===== config.mk =====
export PLATFORM = sky130hd
export DESIGN_NAME = led_pattern_gen_flat
export DESIGN_NICKNAME = d
export VERILOG_FILES = /design/src/rtl/led_pattern_gen_if.sv /design/src/rtl/led_pattern_gen.sv /design/src/flat_wrapper.sv
export SDC_FILE = /design/constraint.sdc
export NUM_CORES = 1
export LEC_CHECK = 0
export BUFFER_PORTS_ARGS = -buffer_cell sky130_fd_sc_hd__buf_4
export CORE_MARGIN = 1
export CORE_UTILIZATION = 64
export DETAILED_ROUTE_END_ITERATION = 16
export GPL_TIMING_DRIVEN = 0
export MAX_ROUTING_LAYER = met4
export PLACE_DENSITY = 0.83
export SYNTH_ARGS = -nofsm -noshare
export SYNTH_HDL_FRONTEND = slang
export SYNTH_SLANG_ARGS = --single-unit
export TNS_END_PERCENT = 30

===== constraint.sdc =====
create_clock -name CLK_IN -period 4.6 [get_ports CLK_IN]
set_input_delay 0 -clock CLK_IN [delete_from_list [all_inputs] [get_ports CLK_IN]]
set_output_delay 0 -clock CLK_IN [all_outputs]
set_load 0.005 [all_outputs]

===== src/rtl/led_pattern_gen_if.sv =====
// Pin-level bundle for led_pattern_gen: switch input plus LED and step-tick outputs.
// The master side drives the mode switches; the slave side is the generator.
interface led_pattern_gen_if #(
    parameter int NUM_LEDS = 8
);
    logic [1:0]          MODE_IN;
    logic [NUM_LEDS-1:0] LED_OUT;
    logic                TICK_OUT;

    modport master (
        output MODE_IN,
        input  LED_OUT,
        input  TICK_OUT
    );

    modport slave (
        input  MODE_IN,
        output LED_OUT,
        output TICK_OUT
    );
endinterface


===== src/rtl/led_pattern_gen.sv =====
// LED pattern generator: prescaled step tick driving count / scan / breathe / lamp-test patterns.
// Define LED_PATTERN_BREATHE_EN to build the PWM breathing pattern; otherwise mode 2 behaves as count.
module led_pattern_gen #(
    parameter int NUM_LEDS       = 8,
    parameter int PRESCALE_WIDTH = 20,
    parameter int PWM_WIDTH      = 8
) (
    input  logic              CLK_IN,
    input  logic              RST_N_IN,
    led_pattern_gen_if.slave  bus
);
    localparam int POS_W = $clog2(NUM_LEDS);
    localparam logic [POS_W-1:0] POS_LAST   = POS_W'(NUM_LEDS - 1);
    localparam logic [POS_W-1:0] POS_BEFORE = POS_W'(NUM_LEDS - 2);

    typedef enum logic [1:0] {
        MODE_COUNT   = 2'd0,
        MODE_SCAN    = 2'd1,
        MODE_BREATHE = 2'd2,
        MODE_LAMP    = 2'd3
    } mode_e;

    logic [1:0]                sync1_q, sync1_d;
    logic [1:0]                sync2_q, sync2_d;
    mode_e                     mode_q, mode_d;
    logic [PRESCALE_WIDTH-1:0] presc_q, presc_d;
    logic                      tick_q, tick_d;
    logic [NUM_LEDS-1:0]       cnt_q, cnt_d;
    logic [POS_W-1:0]          pos_q, pos_d;
    logic                      scan_down_q, scan_down_d;
    logic [NUM_LEDS-1:0]       led_q, led_d;
`ifdef LED_PATTERN_BREATHE_EN
    logic [PWM_WIDTH-1:0]      duty_q, duty_d;
    logic                      duty_down_q, duty_down_d;
    logic [PWM_WIDTH-1:0]      pwm_cnt_q, pwm_cnt_d;
`endif

    logic                      mode_change;
    logic                      tick;
    logic [NUM_LEDS-1:0]       scan_leds;

    genvar gi;
    generate
        for (gi = 0; gi < NUM_LEDS; gi++) begin : g_scan_decode
            assign scan_leds[gi] = (pos_q == POS_W'(gi));
        end
    endgenerate

    always_comb begin
        sync1_d     = bus.MODE_IN;
        sync2_d     = sync1_q;
        mode_change = (mode_e'(sync2_q) != mode_q);
        tick        = &presc_q;

        mode_d      = mode_q;
        presc_d     = presc_q + PRESCALE_WIDTH'(1);
        tick_d      = tick;
        cnt_d       = cnt_q;
        pos_d       = pos_q;
        scan_down_d = scan_down_q;
`ifdef LED_PATTERN_BREATHE_EN
        duty_d      = duty_q;
        duty_down_d = duty_down_q;
        pwm_cnt_d   = pwm_cnt_q + PWM_WIDTH'(1);
`endif

        // A mode change restarts everything and swallows a coincident tick.
        if (mode_change) begin
            mode_d      = mode_e'(sync2_q);
            presc_d     = '0;
            cnt_d       = '0;
            pos_d       = '0;
            scan_down_d = 1'b0;
`ifdef LED_PATTERN_BREATHE_EN
            duty_d      = '0;
            duty_down_d = 1'b0;
            pwm_cnt_d   = '0;
`endif
        end else if (tick) begin
            cnt_d = cnt_q + NUM_LEDS'(1);

            if (!scan_down_q) begin
                if (pos_q == POS_LAST) begin
                    scan_down_d = 1'b1;
                    pos_d       = POS_BEFORE;
                end else begin
                    pos_d = pos_q + POS_W'(1);
                end
            end else begin
                if (pos_q == '0) begin
                    scan_down_d = 1'b0;
                    pos_d       = POS_W'(1);
                end else begin
                    pos_d = pos_q - POS_W'(1);
                end
            end

`ifdef LED_PATTERN_BREATHE_EN
            if (!duty_down_q) begin
                if (duty_q == '1) begin
                    duty_down_d = 1'b1;
                    duty_d      = duty_q - PWM_WIDTH'(1);
                end else begin
                    duty_d = duty_q + PWM_WIDTH'(1);
                end
            end else begin
                if (duty_q == '0) begin
                    duty_down_d = 1'b0;
                    duty_d      = duty_q + PWM_WIDTH'(1);
                end else begin
                    duty_d = duty_q - PWM_WIDTH'(1);
                end
            end
`endif
        end

        case (mode_q)
            MODE_COUNT:   led_d = cnt_q;
            MODE_SCAN:    led_d = scan_leds;
`ifdef LED_PATTERN_BREATHE_EN
            MODE_BREATHE: led_d = {NUM_LEDS{pwm_cnt_q < duty_q}};
`else
            MODE_BREATHE: led_d = cnt_q;
`endif
            MODE_LAMP:    led_d = '1;
            default:      led_d = '0;
        endcase
    end

    always_ff @(posedge CLK_IN or negedge RST_N_IN) begin
        if (!RST_N_IN) begin
            sync1_q     <= '0;
            sync2_q     <= '0;
            mode_q      <= MODE_COUNT;
            presc_q     <= '0;
            tick_q      <= 1'b0;
            cnt_q       <= '0;
            pos_q       <= '0;
            scan_down_q <= 1'b0;
            led_q       <= '0;
`ifdef LED_PATTERN_BREATHE_EN
            duty_q      <= '0;
            duty_down_q <= 1'b0;
            pwm_cnt_q   <= '0;
`endif
        end else begin
            sync1_q     <= sync1_d;
            sync2_q     <= sync2_d;
            mode_q      <= mode_d;
            presc_q     <= presc_d;
            tick_q      <= tick_d;
            cnt_q       <= cnt_d;
            pos_q       <= pos_d;
            scan_down_q <= scan_down_d;
            led_q       <= led_d;
`ifdef LED_PATTERN_BREATHE_EN
            duty_q      <= duty_d;
            duty_down_q <= duty_down_d;
            pwm_cnt_q   <= pwm_cnt_d;
`endif
        end
    end

    assign bus.LED_OUT  = led_q;
    assign bus.TICK_OUT = tick_q;
endmodule

===== src/flat_wrapper.sv =====
// flat-port wrapper written by rule: the top's interface ports become plain ports
module led_pattern_gen_flat 
#(
    parameter int NUM_LEDS       = 8,
    parameter int PRESCALE_WIDTH = 20,
    parameter int PWM_WIDTH      = 8
)
  (CLK_IN, RST_N_IN, bus_MODE_IN, bus_LED_OUT, bus_TICK_OUT);
  led_pattern_gen_if #(.NUM_LEDS(NUM_LEDS)) bus_i ();
  input  logic CLK_IN;
  input  logic RST_N_IN;
  input wire logic [$bits(bus_i.MODE_IN)-1:0] bus_MODE_IN;
  output wire logic [$bits(bus_i.LED_OUT)-1:0] bus_LED_OUT;
  output wire logic [$bits(bus_i.TICK_OUT)-1:0] bus_TICK_OUT;
  assign bus_i.MODE_IN = bus_MODE_IN;
  assign bus_LED_OUT = bus_i.LED_OUT;
  assign bus_TICK_OUT = bus_i.TICK_OUT;
  led_pattern_gen #(.NUM_LEDS(NUM_LEDS), .PRESCALE_WIDTH(PRESCALE_WIDTH), .PWM_WIDTH(PWM_WIDTH)) u_core (.CLK_IN(CLK_IN), .RST_N_IN(RST_N_IN), .bus(bus_i));
endmodule

==> results.sh <==
export IMPL_cap_violations=0
export IMPL_critical_path_slowest_cell="or4_4"
export IMPL_first_pass_iters=4
export IMPL_status="completed"
export IMPL_start_util_pct=67.8
export IMPL_cts_tree="built"
export IMPL_stdcell_count=308
export IMPL_max_clock_freq_mhz=429
export IMPL_rsz0062_at_grt="no"
export IMPL_gr_usage_all_layers_pct=27.2
export IMPL_design_die_area_mm2=0.00381
export IMPL_cp_max_fo=10
export IMPL_postRouteAntennaNets=0
export IMPL_vias=1848
export IMPL_period_share_pct=50.7
export IMPL_vias_per_cell=6.00
export IMPL_finClkSkew_ns=0.0168
export IMPL_fp_dieH_um=61.7
export IMPL_p_per_area_mw_per_mm2=285
export IMPL_fill_cells=250
export IMPL_ys_seq_area_share_pct=51.6
export IMPL_cts_setup_buffers=0
export IMPL_holdCritPathClass="in2async"
export IMPL_wirelength_mm=4.42
export IMPL_min_period_ns=2.33
export IMPL_ys_async_sr_fraction_pct=100
export IMPL_diodes=0
export IMPL_synth_common_cells="dfrtp_1 (47), a21oi_1 (37), nor2_1 (21)"
export IMPL_cts_sinks=47
export IMPL_gr_total_overflow=0
export IMPL_io_buffers=12
export IMPL_cp_cell_sequence="ha_1, nand4_4, or4_4, buf_6, or4_1, a21oi_1"
export IMPL_dp_cells=297
export IMPL_core_area_mm2=0.00336
export IMPL_num_nets_final=272
export IMPL_setup_tns_ns=0
export IMPL_slew_violations=0
export IMPL_crit_path_start_kind="flip-flop"
export IMPL_synth_area_leader_cell="dfrtp_1"
export IMPL_crit_path_max_incr_delay_ns=0.59
export IMPL_layout_drive_gt1_share_pct=9.54
export IMPL_whs_ns=0.166
export IMPL_synth_area_top_cells="dfrtp_1 (52%), a21oi_1 (8.1%), ha_1 (3.8%)"
export IMPL_yosys_warnings=0
export IMPL_syn_num_nets=250
export IMPL_cp_end_kind="flip-flop"
export IMPL_placed_cell_area_mm2=0.00243
export IMPL_clock_path_buffers=2
export IMPL_final_area_mm2=0.00254
export IMPL_synth_area_mm2=0.00228
export IMPL_p_total_mw=0.727
export IMPL_cts_root_buf="clkbuf_4"
export IMPL_drt_iter0_markers=134
export IMPL_rows=21
export IMPL_place_congestion=0.851
export IMPL_synthDominantCellAreaShare_pct=51.6
export IMPL_worst_pin_slew_ns=1.05
export IMPL_yosys_most_used_dff="dfrtp_1"
export IMPL_ys_ff_latch=47
export IMPL_synth_most_common_cell="dfrtp_1"
export IMPL_cts_max_level=2
export IMPL_cts_resized=0
export IMPL_clock_latency_ns=0.36
export IMPL_area_growth_pct=11.6
export IMPL_grt_pass1_vias=1747
export IMPL_finalSetupViolations=0
export IMPL_synthCells=239
export IMPL_power_leakage_nw=1.02
export IMPL_grt_max_degree=48
export IMPL_pin_count=13
export IMPL_ys_types=32
export IMPL_ir_worst_vdd_mv=0.234
export IMPL_cts_hold_fix_buffers=3
export IMPL_maxSlewHeadroom_pct=29.3
export IMPL_clkSlewWorstSetupHoldPaths_ns=0.13
export IMPL_grt_pass1_wl_mm=7.15
export IMPL_hpwlAfterDp_mm=3.11
export IMPL_hold_viol_final=0
export IMPL_path_class="reg2reg"
export IMPL_numCtsBuffers=5
export IMPL_drt_wirelength_per_cell_um=14.3
export IMPL_crit_required_ns=4.89
export IMPL_arrival_ns=2.62
export IMPL_die_width_um=61.7
export IMPL_drcViolationCount=0
export IMPL_synth_edf_count=0
export IMPL_antenna_found_initial=0
export IMPL_synth_area_per_cell_um2=9.54
[per-layer routing]
layer | global-route usage [%] | up-vias | wire length, um
li1 | - | 902 | -
met1 | 30.7 | 898 | 1890
met2 | 46.1 | 41 | 2300
met3 | 6.42 | 7 | 162
met4 | 12.1 | 0 | 67
met5 | - | - | 0
[path summary, 6_finish.rpt]
kind | slack, ns | to | depth (start not counted) | from
setup / recovery | 2.27 | u_core.cnt_q[7]$_DFFE_PN0P_ | 6 | u_core.presc_q[0]$_DFF_PN0_
hold / removal | 0.17 | u_core.cnt_q[4]$_DFFE_PN0P_ | 2 | RST_N_IN
setup reg to reg | 2.27 | u_core.cnt_q[7]$_DFFE_PN0P_ | 6 | u_core.presc_q[0]$_DFF_PN0_
hold reg to reg | 0.36 | u_core.sync2_q[1]$_DFF_PN0_ | 0 | u_core.sync1_q[1]$_DFF_PN0_
max in group asynchronous | 4.04 | u_core.presc_q[18]$_DFF_PN0_ | 2 | RST_N_IN
min in group CLK_IN | 0.29 | u_core.sync1_q[1]$_DFF_PN0_ | 2 | bus_MODE_IN[1]
[state kept, by name (all words and copies together), names as in the netlist, 2 cells and up]
signal              count
u_core.pos_q            3
u_core.sync2_q          2
u_core.cnt_q            8
u_core.mode_q           2
u_core.presc_q         20
u_core.bus.LED_OUT      8
u_core.sync1_q          2
[report_power, final]
part	internal, mW	switching, mW
Sequential	0.422	0.00396
Clock	0.129	0.128
Combinational	0.0160	0.0281
[layout make-up]
class	instances	area (um^2)	share of cell area, %
Timing Repair Buffer	15	120	4.72
Multi-Input combinational cell	169	1010	39.7
Clock buffer	6	51.3	2.02
Tap cell	46	57.6	2.26
Clock inverter	2	35.0	1.38
Inverter	9	33.8	1.33
Sequential cell	47	1180	46.2
Buffer	14	60.1	2.36
[critical path: cells and delay by family (launching register included)]
family	cells	cell delay, ns
AND/OR/NAND/NOR	3	1.25
flip-flops	1	0.42
adder cells (fa/ha/maj)	1	0.27
buffers and inverters	1	0.16
AO/OA/AOI/OAI	1	0.16
[metrics by stage]
stage | worst slack, ns | utilization [%]
after CTS | 2.27 | 75.7
after floorplan | 2.47 | -
after detailed placement | 2.32 | 72.2
final | 2.27 | 75.7
after global routing | 2.16 | 75.7
after global placement | 2.33 | 72.2
[kinds of logic (layout without fill, tap and decap cells)]
| family | count (synthesis) | count (layout) | synth area share (%) |
|---|---|---|---|
| adder cells (fa/ha/maj) | 7 | 7 | 3.84 |
| AO/OA/AOI/OAI | 60 | 60 | 14.6 |
| buffers and inverters | 23 | 46 | 4.11 |
| XOR/XNOR | 11 | 11 | 4.22 |
| flip-flops | 47 | 47 | 51.6 |
| AND/OR/NAND/NOR | 91 | 91 | 21.6 |
[cells in the final DEF (no fill, tap or decap), types with 3 or more instances in the layout]
master,instances
ha_1,7
nor3_1,7
buf_4,12
xnor2_1,6
dfrtp_1,47
xor2_1,5
clkbuf_1,12
or3_1,7
inv_1,9
nand2_1,14
clkbuf_4,5
or4_1,8
nand4_1,4
nand3_1,13
o31ai_1,6
nor4_1,5
a21oi_1,37
nor2_1,21
and3_1,3
dlygate4sd3_1,3
o21ai_0,10
(Power assumes the default switching activity.)
